## src/rtl/seg7_scan_display_if.sv

```systemverilog
// Pin bundle between the value source and the scanned 8-digit seven-segment display.
// master drives the value/freeze side; slave is the display driver.
interface seg7_scan_display_if;
   logic [31:0] inVal;
   logic        freeze;
   logic [7:0]  anode;
   logic [6:0]  seg;
   logic        dp;

   modport master (output inVal, output freeze, input anode, input seg, input dp);
   modport slave  (input inVal, input freeze, output anode, output seg, output dp);
endinterface

```

## src/rtl/seg7_scan_display.sv

```systemverilog
// Time-multiplexed 8-digit hex display driver with one coherent snapshot per scan frame.
// Optional leading-zero blanking is enabled by defining LZ_BLANK_EN.
module seg7_scan_display #(
   parameter int REFRESH_DIV = 100000,
   parameter int CNT_W       = 17
) (
   input logic                clk,
   input logic                rst,
   seg7_scan_display_if.slave bus
);
   localparam logic [CNT_W-1:0] PRESC_LAST = CNT_W'(REFRESH_DIV - 1);

   function automatic logic [6:0] hex7(input logic [3:0] n);
      case (n)
         4'h0: hex7 = 7'h40;
         4'h1: hex7 = 7'h79;
         4'h2: hex7 = 7'h24;
         4'h3: hex7 = 7'h30;
         4'h4: hex7 = 7'h19;
         4'h5: hex7 = 7'h12;
         4'h6: hex7 = 7'h02;
         4'h7: hex7 = 7'h78;
         4'h8: hex7 = 7'h00;
         4'h9: hex7 = 7'h10;
         4'hA: hex7 = 7'h08;
         4'hB: hex7 = 7'h03;
         4'hC: hex7 = 7'h46;
         4'hD: hex7 = 7'h21;
         4'hE: hex7 = 7'h06;
         default: hex7 = 7'h0E;
      endcase
   endfunction

   logic [CNT_W-1:0] presc;
   logic [2:0]       digit;
   logic [31:0]      snap;
   logic             tick;
   logic [3:0]       nibble;
   logic             blank;
   logic [7:0]       anodeNext;
   logic [6:0]       segNext;
   logic [7:0]       anodeR;
   logic [6:0]       segR;

   assign tick = (presc == PRESC_LAST);

   // Capture only on the wrap tick so a frame never mixes two samples of inVal.
   always_ff @(posedge clk or posedge rst) begin
      if (rst) begin
         presc <= '0;
         digit <= 3'd0;
         snap  <= 32'h0;
      end else begin
         presc <= tick ? '0 : presc + 1'b1;
         if (tick) begin
            digit <= digit + 3'd1;
            if (digit == 3'd7 && !bus.freeze)
               snap <= bus.inVal;
         end
      end
   end

   always_comb begin
      nibble = snap[{digit, 2'b00} +: 4];
      blank  = 1'b0;
`ifdef LZ_BLANK_EN
      blank  = (digit != 3'd0) && ((snap >> {digit, 2'b00}) == 32'h0);
`endif
      anodeNext = blank ? 8'hFF : ~(8'b1 << digit);
      segNext   = blank ? 7'h7F : hex7(nibble);
   end

   always_ff @(posedge clk or posedge rst) begin
      if (rst) begin
         anodeR <= 8'hFF;
         segR   <= 7'h7F;
      end else begin
         anodeR <= anodeNext;
         segR   <= segNext;
      end
   end

   assign bus.anode = anodeR;
   assign bus.seg   = segR;
   assign bus.dp    = 1'b1;
endmodule

```

## src/flat_wrapper.sv

```systemverilog
// flat-port wrapper written by rule: the top's interface ports become plain ports
module seg7_scan_display_flat 
#(
   parameter int REFRESH_DIV = 100000,
   parameter int CNT_W       = 17
)
  (clk, rst, bus_inVal, bus_freeze, bus_anode, bus_seg, bus_dp);
  seg7_scan_display_if bus_i ();
  input logic clk;
  input logic rst;
  input wire logic [$bits(bus_i.inVal)-1:0] bus_inVal;
  input wire logic [$bits(bus_i.freeze)-1:0] bus_freeze;
  output wire logic [$bits(bus_i.anode)-1:0] bus_anode;
  output wire logic [$bits(bus_i.seg)-1:0] bus_seg;
  output wire logic [$bits(bus_i.dp)-1:0] bus_dp;
  assign bus_i.inVal = bus_inVal;
  assign bus_i.freeze = bus_freeze;
  assign bus_anode = bus_i.anode;
  assign bus_seg = bus_i.seg;
  assign bus_dp = bus_i.dp;
  seg7_scan_display #(.REFRESH_DIV(REFRESH_DIV), .CNT_W(CNT_W)) u_core (.clk(clk), .rst(rst), .bus(bus_i));
endmodule
```

## config.mk

```make
export PLATFORM = sky130hd
export DESIGN_NAME = seg7_scan_display_flat
export DESIGN_NICKNAME = d
export VERILOG_FILES = /design/src/rtl/seg7_scan_display_if.sv /design/src/rtl/seg7_scan_display.sv /design/src/flat_wrapper.sv
export SDC_FILE = /design/constraint.sdc
export NUM_CORES = 1
export LEC_CHECK = 0
export ABC_AREA = 1
export CELL_PAD_IN_SITES_DETAIL_PLACEMENT = 1
export CELL_PAD_IN_SITES_GLOBAL_PLACEMENT = 2
export CORE_MARGIN = 10
export CORE_UTILIZATION = 35
export DETAILED_ROUTE_END_ITERATION = 6
export PLACE_DENSITY = 0.9
export SYNTH_ARGS = -nofsm -noshare
export SYNTH_HDL_FRONTEND = slang
export SYNTH_SLANG_ARGS = --single-unit
export TNS_END_PERCENT = 10
```

## constraint.sdc

```tcl
create_clock -name clk -period 3.4 [get_ports clk]
set_clock_uncertainty 0.05 [all_clocks]
set_input_delay 0.85 -clock clk [delete_from_list [all_inputs] [get_ports clk]]
set_output_delay 0.85 -clock clk [all_outputs]
set_load 0.02 [all_outputs]
```

==> impl_metrics.py, run 1 <==
metrics = {
    "run_status": {
        "status": "completed",
    },
    "yosys": {
        "async_flop_share": 1.00,
        "syn-cell-area_um2": 3700,
        "synth_ff_type": "dfrtp_1",
        "synth_edf_count": 0,
        "synthTopCellsByArea": "dfrtp_1 (35%), nand2_1 (13%), dfstp_2 (11%), inv_1 (8.5%), o21ai_2 (7.8%)",
        "ys_top_cells_by_count": "nand2_1 (124), inv_1 (84), dfrtp_1 (52), nand3_1 (33), o21ai_2 (33)",
        "synth_area_per_cell_um2": 8.31,
        "ys_seq_area_frac": 0.459,
        "syn_nets": 493,
        "ys_seq_elements": 67,
        "netlist_instances": 445,
        "synth_top_cell_by_area": "dfrtp_1",
        "ys_types": 31,
        "netlist.area_leader.share": 0.352,
        "yosysMostFrequentCell": "nand2_1",
        "synth_warnings": 0,
    },
    "layout": {
        "finalNetCount": 543,
        "drive_gt1_frac": 0.184,
        "fin_cells": 636,
        "syn_to_final_growth_pct": 20.7,
        "num_antenna_cells": 0,
        "final_util": 0.432,
    },
    "worst_setup_path": {
        "worstPathBufferInverterCount": 1,
        "cp_top_family": "simple AND/OR/NAND/NOR gates",
        "crit_path_start": "u_core.digit[1]",
        "worstPathCellList": "ha_1 > ha_1 > inv_1 > nor2_1 > nand3_4 > nand2_1 > o21ai_2",
        "reg2regPathDepth": 7,
        "path_depth": 7,
        "crit_path_frequent_cell": "ha_1",
        "critical_path_class": "reg2reg",
        "worst_setup_path_start_kind": "flip-flop",
        "crit_arrival_ns": 2.67,
        "critical_path.endpoint_type": "flip-flop",
        "slowest_stage": "nand3_4",
        "cp.required_ns": 3.57,
        "critical_path.max_fanout": 64,
        "slowest_delay_ns": 0.66,
        "timing.rr.start": "u_core.digit[1]",
    },
    "timing": {
        "rsz0062_at_grt": "no",
        "hold_slack_ns": 0.418,
        "slew_headroom": 0.414,
        "slew_violations": 0,
        "fmax_mhz": 399,
        "tightest_slew_ns": 0.879,
        "setup_viol": 0,
        "setup_ws_ns": 0.892,
        "setup_tns_ns": 0,
        "hold_viol": 0,
        "fin_crit_ns": 2.51,
        "fin_crit_sh": 0.738,
    },
    "cts": {
        "htreeDepth": 3,
        "cts_resized": 0,
        "post-cts-setup-buffers": 0,
        "clk_latency_ns": 0.35,
        "clkTransAtPathRegs_ns": 0.07,
        "cts_tree": "done",
        "root_buffer": "clkbuf_8",
        "cts_buffers": 9,
        "clockBufferDepth": 2,
        "cts_sinks": 67,
        "cts_hold_buffers": 0,
    },
    "die": {
        "io_pins": 51,
        "die_w_um": 123,
        "row_count": 37,
        "initial_core_util": 0.358,
        "core_um2": 10300,
        "dieArea_um2": 15100,
        "die_h_um": 123,
    },
    "detailed_routing": {
        "via_count": 2825,
        "dr_wl_met3_um": 378,
        "viasPerCell": 4.44,
        "firstDrtPassIters": 4,
        "postRouteAntennaNets": 0,
        "drc": 0,
        "drt_wl_total_mm": 8.21,
        "met1_length_mm": 3.96,
        "wl_met2_mm": 3.75,
        "avgRoutedWirePerCell_um": 12.9,
        "drt_iter0_markers": 106,
        "highest_layer": "met4",
    },
    "power": {
        "vdd_ir_drop_max_mv": 0.138,
        "leakage_nw": 2.23,
        "power_density_nw_per_um2": 344,
    },
    "global_routing": {
        "grt_pass1_vias": 2891,
        "grt_usage": 0.116,
        "grt_pass1_wl_mm": 13.9,
        "grt_start_max_net_pins": 65,
        "grt_antenna_before_repair": 0,
        "grt_overflow": 0,
    },
    "place": {
        "hpwlAfterDp_mm": 6.07,
        "numPortBuffers": 49,
        "place_inst": 620,
        "post-place-ws_ns": 0.621,
        "gp_congestion": 0.800,
    },
    "hold_path": {
        "min_from": "u_core.presc[0]",
        "whs_path_depth": 1,
        "min_path_type": "reg2reg",
    },
    "job": {
        "cap_violations": 0,
    },
}
-- through the flow --
step	instance area, um^2	power [W]
finish	4460	0.00153
global route	4460	0.00160
CTS	4460	0.00156
detailed placement	4270	0.000885
global placement	4270	0.000884
floorplan	3700	0.000836
-- area by class of cell --
cell class / count / area [um^2]
clock buffer: 11 / 141
clock inverter: 5 / 52.6
fill: 1236 / 5860
inverter: 91 / 345
multi-input combinational: 275 / 1540
sequential: 67 / 1700
tap: 136 / 170
timing repair buffer: 51 / 518
-- layer usage --
layer,up-vias,track usage
met2,52,0.180
met4,0,0.0486
met5,-,0
li1,1443,-
met3,10,0.0344
met1,1320,0.148
-- kinds of logic after synthesis --
group	count (synthesis)	synth area share
AO/OA/AOI/OAI	45	0.0951
flip-flops	67	0.459
adder cells (fa/ha/maj)	13	0.0440
XOR/XNOR	8	0.0190
buffers and inverters	103	0.125
AND/OR/NAND/NOR	208	0.257
other	1	0.00101
-- layout by cell type (no fill, tap or decap), drive strengths merged, types with 4 or more instances in the layout --
master         count
nand2            127
inv               90
dfrtp             52
clkdlybuf4s50     49
o21ai             40
nand3             38
nor2              33
dfstp             15
ha                13
clkbuf            11
xor2               8
nor3               5
a21oi              4
clkinv             4
-- final timing paths --
path | endpoint | slack [ns]
min reg2reg | u_core.presc[0] | 0.42
max reg2reg | u_core.snap[30] | 0.89
min in group asynchronous | u_core.snap[15] | 0.89
max in group asynchronous | u_core.bus.anode[7] | 1.72
max | u_core.snap[30] | 0.89
min | u_core.presc[0] | 0.42
-- registers in the layout (all words and copies together), names as in the netlist --
name,count
u_core.snap,32
u_core.digit,3
u_core.presc,17
u_core.bus.anode,8
u_core.bus.seg,7
-- report_power, final --
part | total, W | switching (W) | internal (W)
clock | 0.000666 | 0.000311 | 0.000355
combinational | 0.0000701 | 0.0000314 | 0.0000387
sequential | 0.000797 | 0 | 0.000797
total | 0.00153 | 0.000342 | 0.00119
(Power assumes the default switching activity.)
==> inputs of run 2 (changes only) <==
CORE_UTILIZATION = 30   (was 35)
PLACE_DENSITY = 0.83   (was 0.9)
clock period = 2.3 ns   (was 3.4 ns; I/O delays follow)
==> run 2 against run 1 <==
Net effect: clock power rose to 2.6 times the previous value; cell area up 5.9%; sequential share of layout area down 2.1 points; worst setup slack worse by 0.68 ns; global-route usage down 0.49 points; power up 97%; wire length up 8.8%; via count up 2.1%; critical path depth down 6; die area up 14%; sequential cell count unchanged; critical endpoint is now bus_anode[6]; highest routed layer unchanged.
==> impl_metrics.py, run 2 (synthesis gave the netlist of run 1 again) <==
metrics = {
    "run_status": {
        "status": "completed",
    },
    "timing": {
        "setup_tns_ns": 0,
        "rsz0062_at_grt": "no",
        "setup_viol": 0,
        "slew_violations": 0,
        "fmax_mhz": 479,
        "fin_crit_sh": 0.907,
        "hold_slack_ns": 0.427,
        "hold_viol": 0,
        "fin_crit_ns": 2.09,
    },
    "worst_setup_path": {
        "worstPathCellList": "clkdlybuf4s50_1",
        "cp_top_family": "buffers and inverters",
        "cp.required_ns": 1.67,
        "critical_path.endpoint_type": "output pin",
        "path_depth": 1,
        "reg2regPathDepth": 11,
        "worstPathBufferInverterCount": 1,
        "critical_path.max_fanout": 1,
        "worst_setup_path_start_kind": "flip-flop",
        "crit_arrival_ns": 1.46,
        "slowest_delay_ns": 0.60,
        "critical_path_class": "reg2out",
        "slowest_stage": "clkdlybuf4s50_1",
    },
    "cts": {
        "clk_latency_ns": 0.34,
        "cts_sinks": 67,
        "cts_hold_buffers": 0,
        "root_buffer": "clkbuf_16",
        "cts_resized": 0,
        "clkTransAtPathRegs_ns": 0.06,
        "htreeDepth": 3,
        "cts_tree": "done",
        "cts_buffers": 9,
        "post-cts-setup-buffers": 0,
        "clockBufferDepth": 2,
    },
    "die": {
        "core_um2": 12100,
        "die_h_um": 131,
        "initial_core_util": 0.306,
        "row_count": 40,
        "die_w_um": 131,
        "dieArea_um2": 17200,
        "io_pins": 51,
    },
    "power": {
        "clkPwrFrac": 0.575,
        "power_density_nw_per_um2": 641,
        "vdd_ir_drop_max_mv": 0.247,
        "swShare": 0.195,
        "switchingPower_w": 0.000589,
        "power_w": 0.00303,
        "p_int_w": 0.00244,
        "seq_power_share": 0.390,
        "leakage_nw": 2.34,
        "comb_power_share": 0.035,
    },
    "hold_path": {
        "min_path_type": "reg2reg",
        "whs_path_depth": 1,
    },
    "detailed_routing": {
        "firstDrtPassIters": 4,
        "drt_wl_total_mm": 8.93,
        "postRouteAntennaNets": 0,
        "avgRoutedWirePerCell_um": 13.3,
        "via_count": 2884,
        "drc": 0,
        "drt_iter0_markers": 154,
        "viasPerCell": 4.29,
    },
    "place": {
        "numPortBuffers": 49,
        "hpwlAfterDp_mm": 6.55,
        "post_dp_cell_area_um2": 4350,
        "gp_congestion": 0.807,
    },
    "global_routing": {
        "grt_start_max_net_pins": 68,
        "grt_pass1_vias": 3091,
        "grt_pass1_wl_mm": 14.9,
        "grt_overflow": 0,
        "grt_usage": 0.111,
        "grt_antenna_before_repair": 0,
    },
    "layout": {
        "largest_reg_flops": 32,
        "n_fill_cell": 1447,
        "num_antenna_cells": 0,
        "mostFrequentLayoutCell": "nand2_1",
        "syn_to_final_growth_pct": 27.8,
        "drive_gt1_frac": 0.192,
        "final_area_um2": 4720,
        "final_cell_mix": "nand2_1 (124), inv_1 (83), dfrtp_1 (52)",
        "largest_register": "u_core.snap",
        "finalNetCount": 547,
    },
    "job": {
        "cap_violations": 0,
    },
}
[run 2: cell count changes in the layout (fill, tap and decap cells not counted), sizes merged]
cell	previous run	this run
buf	2	6
bufinv	1	4
clkbuf	11	10
clkinv	4	2
[run 2: routing by layer]
| layer | part of all wire | vias to the layer above | GRT usage | wire length (um) |
|---|---|---|---|---|
| met5 | 0 | - | 0 | 0 |
| met4 | 0.023 | 0 | 0.0589 | 208 |
| met3 | 0.040 | 11 | 0.0266 | 353 |
| met2 | 0.46 | 50 | 0.177 | 4090 |
| met1 | 0.48 | 1363 | 0.136 | 4280 |
| li1 | - | 1460 | - | - |
[run 2: final timing paths]
check | startpoint | endpoint | slack, ns
min in group asynchronous | rst | u_core.presc[11] | 0.60
min reg2reg | u_core.presc[0] | u_core.presc[0] | 0.43
max | u_core.bus.anode[6] | bus_anode[6] | 0.21
max in group asynchronous | rst | u_core.bus.anode[7] | 1.29
max reg2reg | u_core.digit[0] | u_core.bus.seg[3] | 0.30
min | u_core.presc[0] | u_core.presc[0] | 0.43
[run 2: through the flow]
stage / worst slack, ns / std cells / util
after floorplan: 0.0167 / 445 / -
final: 0.213 / 672 / 0.392
after global routing: 0.0548 / 672 / 0.392
after detailed placement: 0.323 / 656 / 0.361
after CTS: 0.184 / 672 / 0.392
after global placement: 0.417 / 656 / 0.361
[run 2: final cells by class]
class	count	area [um^2]	area share
sequential	67	1700	0.359
multi-input combinational	275	1540	0.325
timing repair buffer	55	561	0.119
inverter	91	345	0.0731
clock buffer	10	239	0.0506
tap	168	210	0.0445
clock inverter	6	136	0.0289
[run 2: power by group through the flow]
stage,sequential (W),clock (W),combinational (W)
final,0.00118,0.00174,0.000105
after global routing,0.00118,0.00183,0.000118
after CTS,0.00118,0.00178,0.000110
after detailed placement,0.00120,0,0.000109
after global placement,0.00120,0,0.000107
after floorplan,0.00120,0,0.0000358
